==> config.mk <==
export PLATFORM = sky130hd
export DESIGN_NAME = ssd_scan_driver
export DESIGN_NICKNAME = d
export VERILOG_FILES = /design/src/rtl/ssd_scan_driver.sv
export SDC_FILE = /design/constraint.sdc
export NUM_CORES = 1
export LEC_CHECK = 0
export ABC_AREA = 1
export CAP_MARGIN = 20
export CORE_MARGIN = 2
export CORE_UTILIZATION = 52
export DETAILED_ROUTE_END_ITERATION = 10
export HOLD_SLACK_MARGIN = 0.12
export PLACE_DENSITY = 0.87
export SYNTH_ARGS = -nofsm -noshare
export SYNTH_HDL_FRONTEND = slang
export SYNTH_SLANG_ARGS = --single-unit
export TNS_END_PERCENT = 1
==> constraint.sdc <==
create_clock -name clk -period 2.37 [get_ports clk]
set_clock_uncertainty 0.1 [all_clocks]
set_input_delay 0.474 -clock clk [delete_from_list [all_inputs] [get_ports clk]]
set_output_delay 0.474 -clock clk [all_outputs]
set_load 0.1 [all_outputs]
==> src/rtl/ssd_scan_driver.sv <==
// Four-digit common-anode seven-segment scan driver.
// Latches a 4 x 5-bit code word once per frame, decodes each code to
// segments, multiplexes a single seg bus over four anodes with a short
// blank guard at the start of every slot, and blinks masked digits.
module ssd_scan_driver #(
    parameter int unsigned SCAN_DIV   = 50000,
    parameter int unsigned GUARD      = 16,
    parameter int unsigned BLINK_HALF = 25000000
) (
    input  logic        clk,
    input  logic        rst,
    input  logic [19:0] ssd_in,
    input  logic [3:0]  blink_mask,
    output logic [3:0]  an,
    output logic [6:0]  seg,
    output logic        frame_sync
);

    localparam int unsigned SCAN_W  = (SCAN_DIV > 1) ? $clog2(SCAN_DIV) : 1;
    localparam int unsigned BLINK_W = (BLINK_HALF > 1) ? $clog2(BLINK_HALF) : 1;

    localparam logic [SCAN_W-1:0]  SCAN_LAST  = SCAN_W'(SCAN_DIV - 1);
    localparam logic [SCAN_W-1:0]  GUARD_END  = SCAN_W'(GUARD);
    localparam logic [BLINK_W-1:0] BLINK_LAST = BLINK_W'(BLINK_HALF - 1);

    typedef enum logic [1:0] {
        DIG0 = 2'd0,
        DIG1 = 2'd1,
        DIG2 = 2'd2,
        DIG3 = 2'd3
    } digit_t;

    digit_t             digit;
    logic [SCAN_W-1:0]  scan_cnt;
    logic [BLINK_W-1:0] blink_cnt;
    logic               blink_phase;
    logic [19:0]        shadow;
    logic [3:0]         shadow_mask;

    logic [4:0]         cur_code;
    logic               cur_blink;
    logic [3:0]         cur_an;

    // Code to active-low {g,f,e,d,c,b,a}; unused codes are blank.
    function automatic logic [6:0] decode(input logic [4:0] code);
        logic [6:0] s;
        case (code)
            5'h00: s = 7'b1000000;
            5'h01: s = 7'b1111001;
            5'h02: s = 7'b0100100;
            5'h03: s = 7'b0110000;
            5'h04: s = 7'b0011001;
            5'h05: s = 7'b0010010;
            5'h06: s = 7'b0000010;
            5'h07: s = 7'b1111000;
            5'h08: s = 7'b0000000;
            5'h09: s = 7'b0010000;
            5'h0A: s = 7'b0001000;
            5'h0B: s = 7'b0000011;
            5'h0C: s = 7'b1000110;
            5'h0D: s = 7'b0100001;
            5'h0E: s = 7'b0000110;
            5'h0F: s = 7'b0001110;
            5'h11: s = 7'b0111111;
            5'h12: s = 7'b1000111;
            5'h13: s = 7'b0001100;
            5'h14: s = 7'b0101011;
            5'h15: s = 7'b0101111;
            5'h16: s = 7'b1000001;
            5'h17: s = 7'b0100011;
            default: s = 7'b1111111;
        endcase
        return s;
    endfunction

    // Select the latched code, blink enable and anode pattern of the current digit.
    always_comb begin
        cur_code  = 5'h10;
        cur_blink = 1'b0;
        cur_an    = 4'b1111;
        unique case (digit)
            DIG0: begin cur_code = shadow[19:15]; cur_blink = shadow_mask[3]; cur_an = 4'b0111; end
            DIG1: begin cur_code = shadow[14:10]; cur_blink = shadow_mask[2]; cur_an = 4'b1011; end
            DIG2: begin cur_code = shadow[9:5];   cur_blink = shadow_mask[1]; cur_an = 4'b1101; end
            DIG3: begin cur_code = shadow[4:0];   cur_blink = shadow_mask[0]; cur_an = 4'b1110; end
        endcase
    end

    // Slot counter, digit sequencing, once-per-frame latch and registered display outputs.
    always_ff @(posedge clk or negedge rst) begin
        if (!rst) begin
            scan_cnt    <= SCAN_LAST;
            digit       <= DIG3;
            shadow      <= {4{5'h10}};
            shadow_mask <= '0;
            frame_sync  <= 1'b0;
            an          <= '1;
            seg         <= '1;
        end else begin
            frame_sync <= 1'b0;
            if (scan_cnt == SCAN_LAST) begin
                scan_cnt <= '0;
                case (digit)
                    DIG0: digit <= DIG1;
                    DIG1: digit <= DIG2;
                    DIG2: digit <= DIG3;
                    DIG3: begin
                        digit       <= DIG0;
                        shadow      <= ssd_in;
                        shadow_mask <= blink_mask;
                        frame_sync  <= 1'b1;
                    end
                endcase
            end else begin
                scan_cnt <= scan_cnt + SCAN_W'(1);
            end

            if (scan_cnt < GUARD_END) begin
                an  <= '1;
                seg <= '1;
            end else begin
                an  <= cur_an;
                seg <= (blink_phase && cur_blink) ? 7'b1111111 : decode(cur_code);
            end
        end
    end

    // Free-running blink half-period counter; phase 0 shows masked digits.
    always_ff @(posedge clk or negedge rst) begin
        if (!rst) begin
            blink_cnt   <= '0;
            blink_phase <= 1'b0;
        end else if (blink_cnt == BLINK_LAST) begin
            blink_cnt   <= '0;
            blink_phase <= ~blink_phase;
        end else begin
            blink_cnt <= blink_cnt + BLINK_W'(1);
        end
    end

endmodule

==> qor.txt <==
=====================================================================================================
Depth of the CTS H-tree ................................................................            3
Register clock-pin slew on the reported worst setup and hold paths .....................      0.08 ns
Number of input and output port buffers inserted .......................................           37
Number of clock sinks seen by CTS ......................................................           80
DP Cell Count ..........................................................................          722
Nets ...................................................................................          666
Area taken by multi-input logic gates .................................................. 0.00203 sq mm
Post-route setup TNS ...................................................................         0 ns
Largest stage delay on the critical path ...............................................      0.56 ns
Maximum root-to-sink buffer count ......................................................            2
Switching Power ........................................................................       574 uW
Register area .......................................................................... 0.00203 sq mm
Cell-by-cell listing of the critical path .............................................. inv_1 -> ha_1 -> nand2_1 -> nand2_1 -> o21bai_1 -> buf_4 -> ha_1 -> nand3_1 -> a21oi_1 -> nand2_1 -> nand3_1
Setup violations, final ................................................................            0
Top library cells by usage in the layout, fill and taps aside .......................... sky130_fd_sc_hd__nand2_1 (204), sky130_fd_sc_hd__nor2_1 (84), sky130_fd_sc_hd__inv_1 (61)
Count of buffering cells on the critical path with inverters included ..................            2
Internal power .........................................................................      1.83 mW
Number of global-route vias before repair ..............................................         3565
Final critical path time including I/O delays and setup ................................      2.23 ns
Number of library cell types mapped by synthesis .......................................           31
Worst setup margin .....................................................................     0.143 ns
CP Data Required Time ..................................................................      2.57 ns
DRC violation total after the first TritonRoute iteration ..............................          201
Worst slew margin relative to its limit ................................................        0.702
Launching element type of the critical path ............................................         flop
Detailed-router iteration count before antenna repair ..................................            5
Number of inserted diodes ..............................................................            0
Total clock buffers created by CTS .....................................................            9
Initial antenna violation count ........................................................            0
I/O pin cnt ............................................................................           38
Die height .............................................................................      95.7 um
Layout Area Growth over Synthesis ......................................................        15.2%
Flops & latches, synth .................................................................           80
Routed wire per std cell ...............................................................      13.3 um
Combinational family with the most area after synthesis ................................ simple AND/OR/NAND/NOR gates
Post-synthesis share of cell area spent on full adders, half adders and majority gates .       0.0315
Layout filler cell count ...............................................................          680
Total wire length after detailed routing ...............................................      9810 um
Wire length of the first global-routing pass ...........................................     16300 um
Die span in x ..........................................................................      95.7 um
Number of standard-cell rows in the floorplan ..........................................           33
Synthesized instance count .............................................................          584
Count of flip-flops with a built-in enable after synthesis .............................            0
Remaining Overflow, GRT ................................................................            0
Fraction of final layout cells with drive strength greater than 1 ......................        0.118
Combinational power share ..............................................................        0.029
Simple-gate share of the synthesized area ..............................................        0.345
Cell at the slowest stage of the critical path ......................................... sky130_fd_sc_hd__dfstp_2
Static Leak ............................................................................      2.35 nW
Avg Inst Size Synth ....................................................................   7.48 sq um
Synthesized-area fraction occupied by xor and xnor cells ...............................       0.0421
Final hold violation count .............................................................            0
Kind of cell with the highest combined delay on the critical path ......................   flip-flops
Flop pwr share .........................................................................        0.569
Clock network fraction of total power ..................................................        0.402
Fraction of synthesized area in multiplexers ...........................................            0
Commonest non-fill, non-tap cell in the layout ......................................... sky130_fd_sc_hd__nand2_1
RSZ-0062 raised after global routing ...................................................         true
Mean number of vias per cell ...........................................................         5.24
Status .................................................................................    completed
Arrival time worst endpoint ............................................................      2.43 ns
Highest ir drop seen on vdd ............................................................     0.280 mV
Worst Setup Path Type .................................................................. flop to flop
Synth Flop Type ........................................................................ sky130_fd_sc_hd__dfrtp_1
Maximum frequency from static timing analysis ..........................................      449 MHz
Number of design rule violations left after detail routing .............................            0
Via count of the routed design .........................................................         3875
Most repeated library cell on the critical path ........................................ sky130_fd_sc_hd__nand2_1
Post-layout utilization of the core ....................................................        0.616
Largest net degree at the start of global routing ......................................           36
Final ANT Viol Nets ....................................................................            0
Final GP Congestion ....................................................................        0.976
Total global-route track usage .........................................................        0.230
Ys Warns ...............................................................................            0
Root Buffer ............................................................................ sky130_fd_sc_hd__clkbuf_8
Fraction of the mapped netlist area in compound gates ..................................       0.0430
Transition time of the tightest slew-check pin .........................................     0.447 ns
Final slew viol count ..................................................................            0
Seq/Total Area, Yosys ..................................................................        0.466
Effective utilization at floorplan .....................................................        0.534
Cell area after technology mapping ..................................................... 0.00437 sq mm
Total Die Area ......................................................................... 0.00915 sq mm
Postcts setup bufs .....................................................................            0
Kind of path behind the tightest hold check ............................................ flop to flop
Placement-stage worst setup slack ......................................................     0.154 ns
Switching share of power ...............................................................        0.239
Power density over the cells ...........................................................  477 mW/mm^2
Crit-path max FO .......................................................................            8
Clk Latency, worst-skew pair ...........................................................      0.36 ns
Worst Setup End Kind ...................................................................         flop
Asr flop ratio synth ...................................................................         1.00
Net count after synthesis ..............................................................          621
Number of max-capacitance violations reported ..........................................            0
CTS tree ...............................................................................          yes
Placeable core region .................................................................. 0.00818 sq mm
Post-route non-filler standard cell count ..............................................          739
Period utilisation layout ..............................................................        0.940
DP Wirelength ..........................................................................      7090 um
Total Power ............................................................................      2.40 mW
=====================================================================================================
-- cell type report --
| cell class | count | share of cell area |
|---|---|---|
| clock buffer | 10 | 0.0273 |
| clock inverter | 6 | 0.0107 |
| inverter | 63 | 0.0480 |
| multi-input combinational | 429 | 0.403 |
| sequential | 80 | 0.404 |
| tap | 105 | 0.0261 |
| timing repair buffer | 46 | 0.0811 |
-- layer usage --
| metal | up-vias | GRT usage | routed length, um |
|---|---|---|---|
| met2 | 153 | 0.374 | 4730 |
| li1 | 1905 | - | - |
| met5 | - | 0 | 0 |
| met3 | 19 | 0.0458 | 568 |
| met4 | 0 | 0.0917 | 215 |
| met1 | 1798 | 0.300 | 4290 |
-- logic make-up (layout without fill, tap and decap cells) --
group           count (synthesis)  after routing
simple gates                  364            364
flops                          80             80
buf+inv                        75            125
compound gates                 33             33
xor+xnor                       21             21
fa+ha+maj                      11             11
-- power groups by stage --
stage	Sequential, mW	Clock [mW]	Combinational [mW]
detailed placement	1.39	0	0.0701
global placement	1.39	0	0.0692
global route	1.37	1.04	0.0776
CTS	1.37	0.981	0.0716
floorplan	1.39	0	0.000000875
finish	1.37	0.966	0.0693
-- state kept, by name, summed over array words and instances (netlist names) --
signal / cells
seg: 7
digit: 2
shadow: 20
blink_cnt: 25
frame_sync: 1
an: 4
shadow_mask: 4
scan_cnt: 16
blink_phase: 1
-- path summary, 6_finish.rpt --
| kind | from | end | slack (ns) | cells after the start |
|---|---|---|---|---|
| max | digit[0] | seg[6] | 0.14 | 11 |
| min | shadow[9] | shadow[9] | 0.37 | 2 |
| max reg2reg | digit[0] | seg[6] | 0.14 | 11 |
| min reg2reg | shadow[9] | shadow[9] | 0.37 | 2 |
| max in group asynchronous | rst | shadow[9] | 0.94 | 3 |
| min in group asynchronous | rst | blink_cnt[4] | 0.50 | 2 |
-- what timing repair did --
action / 4_1_cts / 5_1_grt
endpoints found under the hold margin: 24 / 0
gates resized for setup: 0 / 3
setup endpoints to repair: 0 / 7
hold buffers: 1 / 0
-- through the flow --
stage               area (sq um)  hold WS [ns]
floorplan                   4370        0.0784
CTS                         5020         0.371
global route                5030         0.395
finish                      5030         0.374
global placement            4820         0.351
detailed placement          4820         0.351
-- Yosys cell counts, types with 7 or more instances --
library cell / n / area [sq um]
sky130_fd_sc_hd__nand4_1: 8 / 50.1
sky130_fd_sc_hd__a21oi_1: 13 / 65.1
sky130_fd_sc_hd__dfstp_2: 26 / 683
sky130_fd_sc_hd__nor3_1: 13 / 65.1
sky130_fd_sc_hd__nand3_1: 43 / 215
sky130_fd_sc_hd__xor2_1: 14 / 123
sky130_fd_sc_hd__o21ai_0: 13 / 65.1
sky130_fd_sc_hd__nand2_1: 204 / 766
sky130_fd_sc_hd__inv_1: 61 / 229
sky130_fd_sc_hd__nor2_1: 84 / 315
sky130_fd_sc_hd__xnor2_1: 7 / 61.3
sky130_fd_sc_hd__ha_1: 11 / 138
sky130_fd_sc_hd__dfrtp_1: 54 / 1350
-- worst register-to-register path, stage by stage, from the launching register on --
cell	delay, ns
sky130_fd_sc_hd__dfstp_2	0.56
sky130_fd_sc_hd__inv_1	0.08
sky130_fd_sc_hd__ha_1	0.31
sky130_fd_sc_hd__nand2_1	0.11
sky130_fd_sc_hd__nand2_1	0.08
sky130_fd_sc_hd__o21bai_1	0.21
sky130_fd_sc_hd__buf_4	0.18
sky130_fd_sc_hd__ha_1	0.16
sky130_fd_sc_hd__nand3_1	0.12
sky130_fd_sc_hd__a21oi_1	0.15
sky130_fd_sc_hd__nand2_1	0.07
sky130_fd_sc_hd__nand3_1	0.06
(Power assumes the default switching activity.)
